===== src/rtl/ps2_rx_deserializer.sv =====
// ps2_rx_deserializer: synchronizes, filters and deframes PS/2 device-to-host frames.
module ps2_rx_deserializer #(
  parameter int FILTER_LEN = 8,
  parameter int TIMEOUT_CYCLES = 10000
) (
  input  logic       CLOCK_50,
  input  logic       reset,
  input  logic       ps2_clk_in,
  input  logic       ps2_dat_in,
  output logic [7:0] rx_data,
  output logic       rx_valid,
  output logic       rx_error,
  output logic [1:0] err_code,
  output logic       busy
);
  localparam int TW = $clog2(TIMEOUT_CYCLES);
  localparam logic [1:0] IDLE = 2'd0, DATA = 2'd1, PARITY = 2'd2, STOP = 2'd3;
  logic clk_s1, clk_s2, dat_s1, dat_s2, clk_f, clk_f_d, fe, tmo, par;
  logic [7:0] flt_cnt, shift;
  logic [2:0] bit_cnt;
  logic [TW-1:0] to_cnt;
  logic [1:0] state, state_n;
  assign fe = clk_f_d & ~clk_f;
  // an edge in the same cycle as the timeout keeps the frame alive
  assign tmo = !fe && state != IDLE && to_cnt == TW'(TIMEOUT_CYCLES - 1);
  always_comb
    state_n = fe ? (state == IDLE   ? (dat_s2 ? IDLE : DATA) :
                    state == DATA   ? (bit_cnt == 3'd7 ? PARITY : DATA) :
                    state == PARITY ? STOP : IDLE)
                 : tmo ? IDLE : state;
  always_ff @(posedge CLOCK_50) begin
    if (reset) begin
      {clk_s1, clk_s2, dat_s1, dat_s2, clk_f, clk_f_d} <= 6'b111111;
      flt_cnt <= '0;
      state <= IDLE;
      bit_cnt <= '0;
      shift <= '0;
      par <= 1'b0;
      to_cnt <= '0;
      rx_data <= '0;
      rx_valid <= 1'b0;
      rx_error <= 1'b0;
      err_code <= '0;
      busy <= 1'b0;
    end else begin
      {clk_s2, clk_s1} <= {clk_s1, ps2_clk_in};
      {dat_s2, dat_s1} <= {dat_s1, ps2_dat_in};
      flt_cnt <= (clk_s2 != clk_f && flt_cnt != 8'(FILTER_LEN - 1)) ? flt_cnt + 8'd1 : 8'd0;
      if (clk_s2 != clk_f && flt_cnt == 8'(FILTER_LEN - 1)) clk_f <= clk_s2;
      clk_f_d <= clk_f;
      state <= state_n;
      busy <= state_n != IDLE;
      to_cnt <= (fe || state == IDLE) ? '0 : to_cnt + 1'b1;
      rx_valid <= 1'b0;
      rx_error <= 1'b0;
      if (fe && state == IDLE) bit_cnt <= '0;
      if (fe && state == DATA) begin
        shift[bit_cnt] <= dat_s2;
        bit_cnt <= bit_cnt + 3'd1;
      end
      if (fe && state == PARITY) par <= dat_s2;
      if (fe && state == STOP) begin
        if (dat_s2 && (^shift ^ par)) begin
          rx_data <= shift;
          rx_valid <= 1'b1;
        end else begin
          rx_error <= 1'b1;
          err_code <= dat_s2 ? 2'd1 : 2'd2;
        end
      end else if (tmo) begin
        rx_error <= 1'b1;
        err_code <= 2'd3;
      end
    end
  end
endmodule


===== config.mk =====
export PLATFORM = sky130hd
export DESIGN_NAME = ps2_rx_deserializer
export DESIGN_NICKNAME = d
export VERILOG_FILES = /design/src/rtl/ps2_rx_deserializer.sv
export SDC_FILE = /design/constraint.sdc
export NUM_CORES = 1
export LEC_CHECK = 0
export BUFFER_PORTS_ARGS = -buffer_cell sky130_fd_sc_hd__buf_4
export CELL_PAD_IN_SITES_DETAIL_PLACEMENT = 1
export CELL_PAD_IN_SITES_GLOBAL_PLACEMENT = 1
export CORE_MARGIN = 3
export CORE_UTILIZATION = 50
export DETAILED_ROUTE_END_ITERATION = 7
export GPL_TIMING_DRIVEN = 0
export PLACE_DENSITY_LB_ADDON = 0.25
export SLEW_MARGIN = 20
export SYNTH_ARGS = -nofsm -noshare
export SYNTH_HDL_FRONTEND = slang
export SYNTH_SLANG_ARGS = --single-unit
export TNS_END_PERCENT = 30

===== constraint.sdc =====
create_clock -name CLOCK_50 -period 3.3 [get_ports CLOCK_50]
set_clock_uncertainty 0.1 [all_clocks]
set_input_delay 0.165 -clock CLOCK_50 [delete_from_list [all_inputs] [get_ports CLOCK_50]]
set_output_delay 0.165 -clock CLOCK_50 [all_outputs]
set_load 0.05 [all_outputs]

Word level (Yosys, flattened, before mapping) --
Index checks and enable logic that the tools add are counted.
Operators by class: $add $sub $neg 3, order comparisons 2, equality and inequality tests 9, mux-type cells 20, bitwise operators 5, reduce and logical (&&, ||, !) cells 23
Operators by type and width (count):
- two-way mux 2 bit | 10
- adder 14 x 1 -> 14 bit (second input constant) | 1
- equality test 14 bit (second input constant) | 1
- logical AND 1 bit | 10
- adder 8 x 1 -> 8 bit (second input constant) | 1
- bitwise mux 8 bit | 1
- equality test 8 x 3 -> 1 bit (second input constant) | 1
- != test 8 x 3 -> 1 bit (second input constant) | 1
- nonzero test 2 bit | 4
- parity 8 bit | 1
- two-way mux 1 bit | 6
- two-way mux 3 bit | 2
- OR reduction 2 bit | 3
- equality test 2 bit (second input constant) | 2
- less-than comparator 3 x 4 -> 1 bit (second input constant) | 1
- AND reduction 2 bit | 2
- adder 3 x 1 -> 3 bit (second input constant) | 1
- demux 1 bit (select 3 bit) | 1
- equality test 3 bit (second input constant) | 1
- greater-or-equal comparator 3 x 1 -> 1 bit (second input constant) | 1
- inverter 1 bit | 3
- equality test 2 x 1 -> 1 bit (second input constant) | 1
- logical NOT 2 bit | 1
- != test 2 bit (second input constant) | 1
- other kinds (5) | 5
Word-level totals: register bits after elaboration 55, input port bits 4, output and inout bits 13, logic and storage cells 79

Logic depth before layout (Yosys ltp) --
Gate-level depths: netlist of run 1.
depth in word-level cells 8, mapped depth 6, depth with buffers taken out 5

Least setup slack after synthesis of run 1 --
No wires, ideal clock.
kind reg2reg, from reg to_cnt[4], to reg rx_error, library setup time 91 ps, data arrival time 1546 ps, required time 3109 ps, slack 1563 ps, cell stages (with the launch flop) 5, buffers on the path 0, clock period less this slack 1737 ps, path through dfxtp_1 -> or4_4 -> nor4b_4 -> nand2_1 -> a311oi_1
Between the ends: longest elaborated chain between the ends 4
Ends and longest elaborated chain:
- start, declared | line 21 | logic [TW-1:0] to_cnt;
- start signal, assigned | line 53 | to_cnt <= (fe || state == IDLE) ? '0 : to_cnt + 1'b1;
- equality test 14 bit | line 25 | assign tmo = !fe && state != IDLE && to_cnt == TW'(TIMEOUT_CYCLES - 1);
- logical AND 1 bit | line 25
- two-way mux 1 bit | line 70 | end else if (tmo) begin
- two-way mux 1 bit | line 62 | if (fe && state == STOP) begin
- end signal, assigned | line 42 | rx_error <= 1'b0;
- end signal, assigned | line 67 | rx_error <= 1'b1;
- end signal, assigned | line 71 | rx_error <= 1'b1;
- end, declared | line 12 | output logic rx_error,
No other way between the ends. A chain may end at the register's enable or synchronous reset.

Worst setup path in the final report of run 1 --
from reg to_cnt[0], to reg rx_error
Same word-level chain as after synthesis.

==> reports/qor.yml, run 1 <==
placed_design:
  portBuffers: 16
  placed_cell_area_um2: 2744
  dpl.hpwl_um: 3909
  routabilityCongestion: 0.7954
synth:
  synth_area_um2: 2540
  syn_avg_cell_area_um2: 9.658
  ys_types: 49
  yosys_warnings: 0
  seq_area_frac_synth: 0.4335
  yosysTopAreaCell: "dfxtp_1"
  synth.top_cell.area_share: 0.4335
  synth-seq-cells: 55
  synthCells: 263
  synth_nets: 271
  yosys-top-cells-area: "dfxtp_1 43%, mux2i_1 7.1%, nor2_1 5.8%, xor2_1 4.8%, nand2b_1 4.7%"
cts:
  clk_pin_slew_worst_paths_ns: 0.10
  cts_tree: "yes"
  post_cts_resized: 0
  cts_buffers: 5
  cts_setup_buffers: 0
  holdBufCountCts: 2
  htree_levels: 2
  clkLatencyLatePin_ns: 0.31
  clkSinkCount: 55
  clockBufferDepth: 2
  cts_root_buffer: "clkbuf_8"
global_route:
  grt_pass1_wl_um: 9377
  antenna_found_initial: 0
  grt_max_degree: 16
  gr-usage-all-layers: 0.1959
  grt_pass1_vias: 1935
  overflow: 0
detailed_routing:
  drtIter0Drc: 118
  drt_first_pass_iters: 4
  drcViolationCount: 0
  wl_per_cell_um: 15.08
  postRouteAntennaNets: 0
  wl_um: 5367
  avgViaCountPerCell: 5.362
  vias: 1909
min_path:
  worst_hold_path_type: "in -> reg"
  worstHoldStart: "reset"
die:
  rows: 25
  die_w_um: 77.28
  io_pins: 17
  core_um2: 4817
  die_area_um2: 5971
  start_util: 0.5273
  die_h_um: 77.28
sta:
  final-setup-viol-count: 0
  tightest_slew_ns: 0.4806
  relSlewSlack: 0.6728
  period_share: 0.6302
  fin_tns_setup_ns: 0
  drv_slew: 0
  layout_min_cycle_time_ns: 2.080
  rsz0062_at_grt: "no"
  max_freq_mhz: 480.9
  hold_viol: 0
critical_path:
  cp_num_buf_inv: 1
  critPathCaptureType: "flop"
  crit_arrival_ns: 2.18
  worst_path_dominant_cell_family: "simple AND/OR/NAND/NOR gates"
  r2r_start: "to_cnt[0]"
  start_kind: "flop"
  critical_path.max_stage_delay_ns: 0.41
  worstPathMaxFanout: 6
  required_ns: 3.40
  worstSetupStartpoint: "to_cnt[0]"
  criticalPathCategory: "reg -> reg"
  slowest_stage: "nor4b_4"
  path_cells: "ha_1 -> and3_1 -> clkbuf_1 -> nor4b_4 -> nand2_1 -> a311oi_1"
power:
  power_density_nw_per_um2: 383.8
  p_leak_nw: 1.074
  ir_drop_v: 0.0002696
status:
  status: "finished, final reports clean"
run:
  drv_cap: 0
final_layout:
  areaGrowthSynthToFinish_pct: 12.76
  design_area_um2: 2864
  final_common_cell: "dfxtp_1"
  nets: 296
  drive_gt1_frac: 0.1557
  diodes: 0
  layout_common_cells: "55 x dfxtp_1, 39 x nor2_1, 19 x nand2b_1"
-- metrics by stage --
step	utilization	setup WS [ns]	cells	hold WS, ns	power (mW)
2_1_floorplan	-	1.563	263	0.1688	0.6973
3_3_place_gp	0.5696	1.201	346	0.2522	0.7061
3_5_place_dp	0.5696	1.217	346	0.2529	0.7067
4_1_cts	0.5945	1.193	356	0.1033	1.111
5_1_grt	0.5945	1.052	356	0.1061	1.141
6_report	0.5945	1.220	356	0.1078	1.099
-- per-layer routing --
layer | global-route usage | vias to the layer above | share of wire
met5 | 0 | - | 0
met4 | 0.05872 | 0 | 0.011
met3 | 0.03991 | 5 | 0.026
met2 | 0.3256 | 21 | 0.49
met1 | 0.2553 | 935 | 0.48
li1 | - | 948 | -
-- sequential cells by signal, summed over array words and instances (netlist names) --
register / flops
rx_valid: 1
bit_cnt: 3
dat_s1: 1
clk_s1: 1
rx_data: 8
to_cnt: 14
clk_s2: 1
busy: 1
dat_s2: 1
clk_f: 1
state: 2
flt_cnt: 8
clk_f_d: 1
rx_error: 1
shift: 8
err_code: 2
par: 1
-- final timing paths --
kind / end / slack, ns / cells past startpoint
worst max-delay path: rx_error / 1.22 / 6
worst min register to register: clk_s2 / 0.32 / 1
worst min-delay path: rx_data[4] / 0.11 / 3
worst max register to register: rx_error / 1.22 / 6
-- layout make-up --
| type | count | area (um^2) |
|---|---|---|
| Inverter | 4 | 15.01 |
| Timing Repair Buffer | 18 | 140.1 |
| Fill cell | 573 | 1953 |
| Buffer | 16 | 83.83 |
| Sequential cell | 55 | 1101 |
| Multi-Input combinational cell | 188 | 1340 |
| Tap cell | 67 | 83.83 |
| Clock buffer | 8 | 100.1 |
-- cells by family (layout without fill, tap and decap cells) --
kind of cell	count (synthesis)	after routing	share of synthesized area
mux	19	19	0.07980
simple gates	119	119	0.2695
xor+xnor	26	26	0.1074
flops	55	55	0.4335
fa+ha+maj	4	4	0.01971
buf+inv	20	46	0.03891
compound gates	20	20	0.05123
-- cells in the mapped netlist (all sizes together) --
| cell type | n |
|---|---|
| nand4bb | 1 |
| dfxtp | 55 |
| nor4 | 1 |
| inv | 4 |
| buf | 2 |
| nor2b | 3 |
| and2b | 1 |
| a311oi | 1 |
| nor2 | 39 |
| clkbuf | 14 |
| nand4 | 7 |
| a211o | 1 |
| ha | 4 |
| nand2 | 7 |
| xor2 | 14 |
| o311a | 1 |
| nand2b | 19 |
| or2 | 6 |
| and4bb | 1 |
| a221o | 1 |
| and4 | 3 |
| nor4bb | 1 |
| or4 | 2 |
| a211oi | 1 |
| nand4b | 3 |
| xnor2 | 9 |
| nand3 | 11 |
| xor3 | 1 |
| mux2i | 19 |
| xnor3 | 2 |
| nor4b | 3 |
| o2bb2ai | 1 |
| or3 | 1 |
| and4b | 2 |
| a21oi | 8 |
| o21ba | 1 |
| o21ai | 5 |
| and3 | 3 |
| nor3 | 3 |
| and2 | 2 |
-- worst min-delay path, delay by kind of cell --
kind / cells / cell delay (ns)
buffers and inverters: 1 / 0.13
muxes: 1 / 0.06
and+or+nand+nor: 1 / 0.11
-- where the power goes --
part           internal, mW  switching, mW
Sequential            0.666        0.00179
Clock                 0.192          0.214
Combinational        0.0126         0.0127
Total                 0.870          0.229
No activity file was read; power rests on OpenSTA's default activity.
==> run 2, diff against run 1 <==
--- a/config.mk
+++ b/config.mk
@@ -9,7 +9,7 @@
 export CELL_PAD_IN_SITES_DETAIL_PLACEMENT = 1
 export CELL_PAD_IN_SITES_GLOBAL_PLACEMENT = 1
 export CORE_MARGIN = 3
-export CORE_UTILIZATION = 50
+export CORE_UTILIZATION = 46
 export DETAILED_ROUTE_END_ITERATION = 7
 export GPL_TIMING_DRIVEN = 0
 export PLACE_DENSITY_LB_ADDON = 0.25
==> constraint.sdc (replaced) <==
create_clock -name CLOCK_50 -period 2.1 [get_ports CLOCK_50]
set_clock_uncertainty 0.1 [all_clocks]
set_input_delay 0.105 -clock CLOCK_50 [delete_from_list [all_inputs] [get_ports CLOCK_50]]
set_output_delay 0.105 -clock CLOCK_50 [all_outputs]
set_load 0.05 [all_outputs]
==> run 2 against run 1 <==
  * Design area is 0.61% higher
  * Core utilization is 4.4 points lower
  * Non-clock buffer count is 2 higher
  * Sequential share of layout area is 0.23 points lower
==> reports/qor.yml, run 2 (synthesized netlist as in run 1, its figures left out) <==
sta:
  layout_min_cycle_time_ns: 2.030
  max_freq_mhz: 492.6
  tightest_slew_ns: 0.4660
  hold_viol: 0
  final-setup-viol-count: 0
  period_share: 0.9667
  fin_tns_setup_ns: 0
  relSlewSlack: 0.6827
  drv_slew: 0
  fin_ws_ns: 0.07001
detailed_routing:
  drtIter0Drc: 66
  drt_first_pass_iters: 4
  wl_um: 5218
  postRouteAntennaNets: 0
  wl_per_cell_um: 14.49
  vias: 1882
  avgViaCountPerCell: 5.228
  drcViolationCount: 0
cts:
  clk_pin_slew_worst_paths_ns: 0.09
  htree_levels: 2
  clkSinkCount: 55
  cts_tree: "yes"
  clockBufferDepth: 2
  cts_buffers: 5
  cts_root_buffer: "clkbuf_8"
  clkLatencyLatePin_ns: 0.30
final_layout:
  layout_common_cells: "55 x dfxtp_1, 39 x nor2_1, 19 x nand2b_1, 19 x buf_4, 18 x mux2i_1"
  nets: 298
  largest-register: "to_cnt"
  drive_gt1_frac: 0.1724
  areaGrowthSynthToFinish_pct: 13.45
  diodes: 0
  largest_reg_flops: 14
  final_common_cell: "dfxtp_1"
critical_path:
  required_ns: 2.22
  crit_arrival_ns: 2.15
  r2r_start: "to_cnt[4]"
  worstPathMaxFanout: 6
  start_kind: "flop"
  criticalPathCategory: "reg -> reg"
  critical_path.max_stage_delay_ns: 0.54
  cp_common_cell: "buf_4"
  critPathCaptureType: "flop"
  slowest_stage: "or4_4"
  worstSetupStartpoint: "to_cnt[4]"
  path_cells: "or4_4 -> nor4b_4 -> buf_4 -> buf_4 -> a21oi_1 -> a211oi_1"
  reg2reg_setup_slack_ns: 0.07
die:
  die_h_um: 80.31
  die_area_um2: 6449
  start_util: 0.4849
  io_pins: 17
  rows: 26
  core_um2: 5238
  die_w_um: 80.31
global_route:
  gr-usage-all-layers: 0.1749
  grt_pass1_vias: 1856
  grt_max_degree: 16
  grt_pass1_wl_um: 8873
  overflow: 0
  antenna_found_initial: 0
power:
  p_comb_frac: 0.024
  power_mw: 1.672
  clkPwrFrac: 0.349
  p_int_mw: 1.326
  ir_drop_v: 0.0002947
  power_density_nw_per_um2: 580.2
  seq_power_share: 0.627
  p_switching_mw: 0.3460
  switching_share: 0.2070
  p_leak_nw: 1.085
placed_design:
  routabilityCongestion: 0.7661
  dp_slack_ns: -0.03038
  dpl.hpwl_um: 3756
  portBuffers: 16
min_path:
  worstHoldStart: "reset"
  worst_hold_path_type: "in -> reg"
run:
  drv_cap: 0
status:
  status: "finished, final reports clean"
## run 2: final timing paths
| path | end | cells past startpoint |
|---|---|---|
| max | err_code[0] | 6 |
| min | err_code[1] | 3 |
| max reg2reg | err_code[0] | 6 |
| min reg2reg | clk_s2 | 1 |
## run 2: timing repair
action	4_1_cts	5_1_grt
setup endpoints to repair	1	1
hold buffers	2	0
pin swaps	0	0
endpoints found under the hold margin	2	0
gates resized for setup	0	2
setup buffers	2	1
## run 2: power groups by stage
stage	Combinational (mW)	Sequential, mW	Clock (mW)
2_1_floorplan	0.0232	1.07	0
3_3_place_gp	0.0364	1.07	0
3_5_place_dp	0.0370	1.07	0
4_1_cts	0.0403	1.05	0.611
5_1_grt	0.0440	1.05	0.656
6_report	0.0401	1.05	0.583
## run 2: cell type report
| type | instances | area, um^2 |
|---|---|---|
| fill | 611 | 2356 |
| clock inverter | 1 | 5.005 |
| clock buffer | 6 | 82.58 |
| tap | 70 | 87.58 |
| timing repair buffer | 21 | 162.7 |
| buffer | 15 | 80.08 |
| sequential | 55 | 1101 |
| multi-input combinational | 188 | 1348 |
| inverter | 4 | 15.01 |
## run 2: per-layer routing
layer  GRT usage  routed length [um]  vias to the layer above
met1      0.2278                2564                      911
met2      0.2947                2487                       16
met3     0.03139                 102                        4
li1            -                   -                      951
met4     0.05068                  63                        0
met5           0                   0                        -
## run 2: metrics by stage
| stage | hold WS, ns | util | instances | instance area (um^2) |
|---|---|---|---|---|
| final | 0.05358 | 0.5502 | 360 | 2882 |
| after global placement | 0.1910 | 0.5246 | 349 | 2748 |
| after CTS | 0.04395 | 0.5473 | 359 | 2867 |
| after global routing | 0.05671 | 0.5502 | 360 | 2882 |
| after detailed placement | 0.1925 | 0.5246 | 349 | 2748 |
| after floorplan | 0.1088 | - | 263 | 2540 |
## run 2: critical path, delay by kind of cell, from the launching register on
kind	cells	cell delay (ns)
buffers and inverters	2	0.28
and+or+nand+nor	2	0.89
AOI/OAI and AO/OA	2	0.29
DFF	1	0.38
